<file path="src/rtl/gcd_pkg.sv">
// Shared types and constants for the iterative GCD engine.
package gcd_pkg;

   typedef enum logic [1:0] {
      S_IDLE,
      S_CALC,
      S_DONE
   } state_t;

   localparam int MODE_SUB = 0;
   localparam int MODE_BIN = 1;

endpackage

</file>
<file path="src/rtl/gcd_step.sv">
// One combinational GCD iteration: subtractive Euclid or binary (Stein).
import gcd_pkg::*;

module gcd_step #(
   parameter int WIDTH = 15,
   parameter int MODE  = MODE_SUB,
   parameter int KW    = $clog2(WIDTH)
) (
   input  logic [WIDTH-1:0] i_x,
   input  logic [WIDTH-1:0] i_y,
   input  logic [KW-1:0]    i_k,
   output logic [WIDTH-1:0] o_x,
   output logic [WIDTH-1:0] o_y,
   output logic [KW-1:0]    o_k,
   output logic             o_eq
);

   logic w_eq;
   logic w_xe;
   logic w_ye;

   assign w_eq = (i_x == i_y);
   assign w_xe = ~i_x[0];
   assign w_ye = ~i_y[0];
   assign o_eq = w_eq;

   if (MODE == MODE_SUB) begin : g_sub
      always_comb begin
         o_x = i_x;
         o_y = i_y;
         o_k = i_k;
         if (!w_eq) begin
            if (i_x > i_y) o_x = i_x - i_y;
            else           o_y = i_y - i_x;
         end
      end
   end else begin : g_bin
      // Common factors of two are stripped into k and restored on exit.
      always_comb begin
         o_x = i_x;
         o_y = i_y;
         o_k = i_k;
         if (!w_eq) begin
            if (w_xe && w_ye) begin
               o_x = i_x >> 1;
               o_y = i_y >> 1;
               o_k = i_k + KW'(1);
            end else if (w_xe) begin
               o_x = i_x >> 1;
            end else if (w_ye) begin
               o_y = i_y >> 1;
            end else if (i_x > i_y) begin
               o_x = i_x - i_y;
            end else begin
               o_y = i_y - i_x;
            end
         end
      end
   end

endmodule

</file>
<file path="src/rtl/gcd_engine.sv">
// Iterative GCD engine with valid/ready handshakes on both sides.
import gcd_pkg::*;

module gcd_engine #(
   parameter int WIDTH     = 15,
   parameter int MODE      = MODE_SUB,
   parameter int CNT_WIDTH = 16
) (
   input  logic                 clk,
   input  logic                 reset,
   input  logic                 in_valid,
   output logic                 in_ready,
   input  logic [WIDTH-1:0]     a,
   input  logic [WIDTH-1:0]     b,
   output logic                 out_valid,
   input  logic                 out_ready,
   output logic [WIDTH-1:0]     res,
   output logic [CNT_WIDTH-1:0] iters
);

   localparam int KW = $clog2(WIDTH);

   state_t               r_state;
   logic [WIDTH-1:0]     r_x;
   logic [WIDTH-1:0]     r_y;
   logic [KW-1:0]        r_k;
   logic [WIDTH-1:0]     r_res;
   logic [CNT_WIDTH-1:0] r_iters;

   logic [WIDTH-1:0]     w_nx;
   logic [WIDTH-1:0]     w_ny;
   logic [KW-1:0]        w_nk;
   logic                 w_eq;

   gcd_step #(
      .WIDTH (WIDTH),
      .MODE  (MODE),
      .KW    (KW)
   ) u_step (
      .i_x  (r_x),
      .i_y  (r_y),
      .i_k  (r_k),
      .o_x  (w_nx),
      .o_y  (w_ny),
      .o_k  (w_nk),
      .o_eq (w_eq)
   );

   assign in_ready  = (r_state == S_IDLE);
   assign out_valid = (r_state == S_DONE);
   assign res       = r_res;
   assign iters     = r_iters;

   always_ff @(posedge clk or posedge reset) begin
      if (reset) begin
         r_state <= S_IDLE;
         r_x     <= '0;
         r_y     <= '0;
         r_k     <= '0;
         r_res   <= '0;
         r_iters <= '0;
      end else begin
         unique case (r_state)
            S_IDLE: begin
               if (in_valid) begin
                  r_x     <= a;
                  r_y     <= b;
                  r_k     <= '0;
                  r_iters <= '0;
                  if (a == '0 || b == '0) begin
                     r_res   <= a | b;
                     r_state <= S_DONE;
                  end else begin
                     r_state <= S_CALC;
                  end
               end
            end
            S_CALC: begin
               // k stays zero in subtractive mode, so the shift is a no-op.
               if (w_eq) begin
                  r_res   <= r_x << r_k;
                  r_state <= S_DONE;
               end else begin
                  r_x <= w_nx;
                  r_y <= w_ny;
                  r_k <= w_nk;
                  if (r_iters != '1) r_iters <= r_iters + CNT_WIDTH'(1);
               end
            end
            S_DONE: begin
               if (out_ready) r_state <= S_IDLE;
            end
            default: r_state <= S_IDLE;
         endcase
      end
   end

endmodule

</file>
<file path="config.mk">
export PLATFORM = sky130hd
export DESIGN_NAME = gcd_engine
export DESIGN_NICKNAME = d
export VERILOG_FILES = /design/src/rtl/gcd_pkg.sv /design/src/rtl/gcd_step.sv /design/src/rtl/gcd_engine.sv
export SDC_FILE = /design/constraint.sdc
export NUM_CORES = 1
export LEC_CHECK = 0
export BUFFER_PORTS_ARGS = -buffer_cell sky130_fd_sc_hd__buf_2
export CAP_MARGIN = 20
export CORE_MARGIN = 4
export CORE_UTILIZATION = 40
export DETAILED_ROUTE_END_ITERATION = 10
export HOLD_SLACK_MARGIN = 0.15
export PLACE_DENSITY = 0.61
export SKIP_CTS_REPAIR_TIMING = 1
export SLEW_MARGIN = 40
export SYNTH_ARGS = -nofsm -noshare
export SYNTH_HDL_FRONTEND = slang
export SYNTH_SLANG_ARGS = --single-unit
</file>
<file path="constraint.sdc">
create_clock -name clk -period 2.8 [get_ports clk]
set_input_delay 0.42 -clock clk [delete_from_list [all_inputs] [get_ports clk]]
set_output_delay 0.42 -clock clk [all_outputs]
set_load 0.01 [all_outputs]
</file>
======== Yosys cells after proc, flatten, opt, wreduce, memory -nomap -nowiden ========
Index checks and enable logic that the tools add are counted.
word-level totals
  register bits after elaboration ......... 63
  input port bits ......................... 34
  output and inout port bits .............. 33
  word-level logic and storage cells ...... 53
cells by class
  add/sub/neg operators ................... 3
  order comparisons ....................... 1
  equality and inequality tests ........... 12
  muxes and demuxes ....................... 21
  bitwise gates (word level) .............. 1
  reduce and logical (&&, ||, !) cells .... 10
operators by type and width
  operator                                              number
  2-to-1 mux 15 bit                                     9
  case mux 15 bit (2 select lines)                      3
  2-to-1 mux 16 bit                                     3
  case mux 16 bit (2 select lines)                      1
  zero test 15 bit                                      2
  subtractor 15 bit                                     2
  adder 16 x 1 -> 16 bit (second input constant)        1
  != test 16 bit (second input constant)                1
  AND reduction 4 bit                                   4
  equality test 15 bit                                  1
  greater-than comparator 15 bit                        1
  bitwise OR 15 bit                                     1
  2-to-1 mux 2 bit                                      4
  != test 2 x 1 -> 1 bit (second input constant)        4
  != test 2 bit (second input constant)                 4
  case mux 2 bit (3 select lines)                       1
  AND reduction 3 bit                                   1
  equality test 2 x 1 -> 1 bit (second input constant)  1
  equality test 2 bit (second input constant)           1
  zero test 2 bit                                       1
  nonzero test 2 bit                                    1
  logical OR 1 bit                                      1

======== Logic depth before layout (Yosys ltp) ========
  word-level depth ........................ 5
  depth in mapped cells ................... 10
  gate-level depth less buffers ........... 9

======== By module ========
A second synthesis with hierarchy kept.
unflattened totals
  cells, all modules ...................... 756
  area, all modules ....................... 6,062.1 um^2
by module, submodules not included
  module      instances  cells each  area an instance (um^2)  sequential area each (um^2)
  gcd_engine  1          455         3,965.1                  1,676.6
  gcd_step    1          301         2,097.0                  0.0

======== Least setup slack after synthesis ========
OpenSTA, ideal clock, no wires.
  kind .................................... reg-to-reg
  start ................................... register r_x[9]
  end ..................................... register r_res[0], in the netlist res[0]
  setup time .............................. 0.125 ns
  data arrival time ....................... 2.606 ns
  required time ........................... 2.675 ns
  setup slack ............................. 0.069 ns
  stages on the path, launching flop included .. 11
  path buffers ............................ 2
  clock period less this slack ............ 2.731 ns
  cell sequence ........................... dfrtp_1 -> inv_1 -> ha_1 -> buf_6 -> nand4_2 -> or4_4 -> and2_4 -> a31o_4 -> nor3_4 -> buf_12 -> mux2_4
on the way
  cells in the longest elaborated chain, start to end .. 3
ends and longest elaborated chain
  item                              RTL line          text
  start: declaration                gcd_engine.sv:24  logic [WIDTH-1:0] r_x;
  start signal: assignment          gcd_engine.sv:84  r_x <= w_nx;
  equality test 15 bit              gcd_step.sv:22    assign w_eq = (i_x == i_y);
  != test 2 x 1 -> 1 bit (no line)  n/a
  AND reduction 4 bit (no line)     n/a
  end signal: assignment            gcd_engine.sv:71  r_res <= a | b;
  end signal: assignment            gcd_engine.sv:81  r_res <= r_x << r_k;
  end: declaration                  gcd_engine.sv:27  logic [WIDTH-1:0] r_res;
No other way between the ends.
A chain may end at the register's enable or synchronous reset.

======== Final worst setup path ========
  start ................................... register r_x[8]
  end ..................................... register r_res[13], in the netlist res[13]
Same word-level chain as after synthesis.

==> run summary <==
========================================================================================
Average routed wire per standard cell .....................................      17.9 um
Max-capacitance violation count ...........................................            0
Placed instance area ......................................................  0.00549 mm2
Seq pwr share .............................................................        17.2%
GR Layer Usage met3 .......................................................        4.52%
Slew at the pin closest to its max-slew limit .............................     0.687 ns
Mean number of vias per cell ..............................................         5.75
CTS tree ..................................................................          yes
CTS buffer count ..........................................................            9
Root buffer cell ..........................................................    clkbuf_16
Worst hold path class .....................................................     in2async
Post-synthesis cell type count ............................................           57
Critical path peak fanout .................................................            6
Residual DRC count ........................................................            0
Total number of vias ......................................................        4,619
Total grt overflow ........................................................            0
H-Tree Level Count ........................................................            3
Post-Syn Area per Cell ....................................................     8.43 um2
Max_slew headroom .........................................................        53.8%
Leading register cell type out of synthesis ...............................      dfrtp_1
Placed Cells incl. Taps ...................................................          785
Number of detailed-routing iterations run before antenna repair ...........            5
Slack of the worst reg-to-reg path ........................................      0.10 ns
Combined global-route utilization of all metal layers .....................        20.6%
Die Footprint .............................................................   0.0139 mm2
Clk pwr share .............................................................        13.4%
Number of buffers added on ports ..........................................           66
Final-report hold violation count .........................................            0
Power density relative to cell area .......................................  1560 mW/mm2
Number of endpoints failing setup at the final stage ......................            0
Start-to-end type of the worst setup path .................................      reg2reg
Switching portion of total power ..........................................        45.9%
Combinational share of power ..............................................        69.4%
Critical path startpoint category .........................................    flip-flop
Number of non-filler instances in the completed layout ....................          803
Max VDD drop ..............................................................     0.587 mV
Portion of the post-synthesis area used by sequential elements ............        32.7%
Global routing's busiest layer ............................................         met2
Post-route antenna net violation count ....................................            0
Final #Nets ...............................................................          721
Critical Path AT ..........................................................      2.92 ns
Warning count from the yosys run ..........................................            0
Crit path required time ...................................................      3.03 ns
Nets in the synthesized netlist ...........................................          638
TritonCTS sink count ......................................................           63
Internal portion of total power ...........................................      5.00 mW
Area overhead of the layout relative to synthesis .........................        22.7%
Status .................................................................... finished, final reports clean
Core Rows .................................................................           39
Num ports .................................................................           67
Global routing met2 resource utilization ..................................        32.1%
Fraction of final layout cells sized beyond drive strength 1 ..............        24.4%
Fin crit share ............................................................        96.3%
Switching Power ...........................................................      4.24 mW
Maximum number of pins on one net before global-route repair ..............           35
Clock transition at the registers of the reported paths ...................      0.05 ns
Count of flip-flops with a built-in enable after synthesis ................            0
Number of global-route vias before repair .................................        4,494
Peak Freq .................................................................      371 MHz
Height of the die .........................................................       118 um
Total half-perimeter wirelength after legalization and detailed placement .      10.9 mm
Antenna cells .............................................................            0
Clock Latency Late Sink ...................................................      0.35 ns
Core utilization of the finished layout ...................................        50.9%
Post-Syn Area .............................................................  0.00482 mm2
Total of flip-flops plus latches after synthesis ..........................           63
Total wire length after detailed routing ..................................      14.4 mm
Leakage dissipation .......................................................      2.84 nW
Setup tns final ...........................................................         0 ns
Buffers from clock root to sink, at most ..................................            2
Antenna violations before repair ..........................................            0
Cell count after synthesis ................................................          572
Area inside the core boundary .............................................   0.0116 mm2
Number of filler cells placed in the layout ...............................        1,106
Starting density of the core ..............................................        41.5%
Final-report max-slew violation count .....................................            0
Drt first-iter violations .................................................          406
Async SR Flop Fraction ....................................................         100%
Wire length of the first global-routing pass ..............................      23.0 mm
Width of the chip .........................................................       118 um
Routability Congestion ....................................................        0.958
Critical Path Sink Type ...................................................    flip-flop
Time the worst path needs with I/O delays and setup .......................      2.70 ns
Met1 capacity usage during global routing .................................        28.0%
Largest clock skew in the final design ....................................    0.0111 ns
Fin area ..................................................................  0.00591 mm2
========================================================================================
-- flip-flops by register name, summed over array words and instances, names as in the netlist --
register	cells
r_state	2
res	15
r_y	15
r_x	15
iters	16
-- path summary, 6_finish.rpt --
check / startpoint / to / cells past startpoint
setup reg to reg: r_x[8] / res[13] / 9
hold / removal: reset / res[14] / 2
hold reg to reg: res[13] / res[13] / 1
max in group asynchronous: reset / r_x[13] / 3
setup / recovery: r_x[8] / res[13] / 9
min in group clk: a[5] / r_x[5] / 3
-- layer usage --
layer	share of wire, %	routed length, um
met5	0	0
met3	6.0	866
met4	2.5	364
met1	46	6650
met2	45	6470
-- cells by family after synthesis --
kind of cell / synth area share [%]
AO/OA/AOI/OAI: 20.6
XOR/XNOR: 3.82
adder cells (fa/ha/maj): 8.62
buffers and inverters: 6.10
flip-flops: 32.7
multiplexers: 6.98
AND/OR/NAND/NOR: 21.2
-- power by group through the flow --
stage          combinational [mW]  sequential, mW  clock [mW]
2_1_floorplan                4.27            1.58           0
3_3_place_gp                 6.05            1.57           0
3_5_place_dp                 6.12            1.59           0
4_1_cts                      6.16            1.57        1.26
5_1_grt                      7.02            1.64        1.30
6_report                     6.41            1.59        1.24
-- critical path, cell delays in order, from the launching register on --
cell,delay (ns)
dfrtp_1,0.38
inv_1,0.10
ha_4,0.28
nand4_2,0.13
or4_4,0.55
and2_4,0.19
a31o_4,0.22
nor3_4,0.21
buf_6,0.19
mux2_2,0.33
-- stage by stage --
| stage | hold slack [ns] | setup slack (ns) | total power [mW] |
|---|---|---|---|
| 5_1_grt | 0.251 | -0.0131 | 9.96 |
| 6_report | 0.169 | 0.104 | 9.24 |
| 4_1_cts | 0.198 | 0.0361 | 8.99 |
| 2_1_floorplan | 0.475 | 0.0687 | 5.86 |
| 3_5_place_dp | 0.486 | 0.0711 | 7.71 |
| 3_3_place_gp | 0.491 | -0.0198 | 7.62 |
-- layout make-up --
type | count | area [um2] | area share [%]
Inverter | 36 | 135 | 2.28
Sequential cell | 63 | 1580 | 26.7
Multi-Input combinational cell | 440 | 3040 | 51.4
Clock buffer | 11 | 243 | 4.10
Tap cell | 143 | 179 | 3.03
Timing Repair Buffer | 105 | 659 | 11.1
Clock inverter | 5 | 81.3 | 1.38
-- layout by cell type, fill, tap and decap left out, types with 8 or more instances in the layout --
cell        n
nor4_1     11
dfrtp_1    63
nand3_1    17
a21oi_1    31
nand4_1    13
inv_1      35
buf_2      66
nand2_1    51
nor3_1     17
xnor2_1    19
a31oi_1    15
mux2_4      9
ha_1       24
clkbuf_16   9
mux2i_1    10
o21ai_0    45
and3_1      8
a21o_1     19
mux2_2      9
buf_4      34
nor2_1     47
-- Yosys cell counts (7+ instances only) --
cell type | number | area, um2
a21o_1 | 19 | 143
a21oi_1 | 31 | 155
a31oi_1 | 16 | 100
and2_1 | 7 | 43.8
and3_1 | 8 | 50.1
buf_2 | 9 | 45.0
clkbuf_1 | 19 | 71.3
dfrtp_1 | 63 | 1580
ha_1 | 30 | 375
inv_1 | 36 | 135
mux2_2 | 9 | 101
mux2_4 | 9 | 135
mux2i_1 | 10 | 100
nand2_1 | 51 | 191
nand3_1 | 17 | 85.1
nand4_1 | 13 | 81.3
nor2_1 | 47 | 176
nor2b_1 | 7 | 43.8
nor3_1 | 17 | 85.1
nor4_1 | 11 | 68.8
o21a_1 | 7 | 52.6
o21ai_0 | 45 | 225
o21bai_1 | 7 | 52.6
xnor2_1 | 19 | 166
No activity file was read; power rests on OpenSTA's default activity.
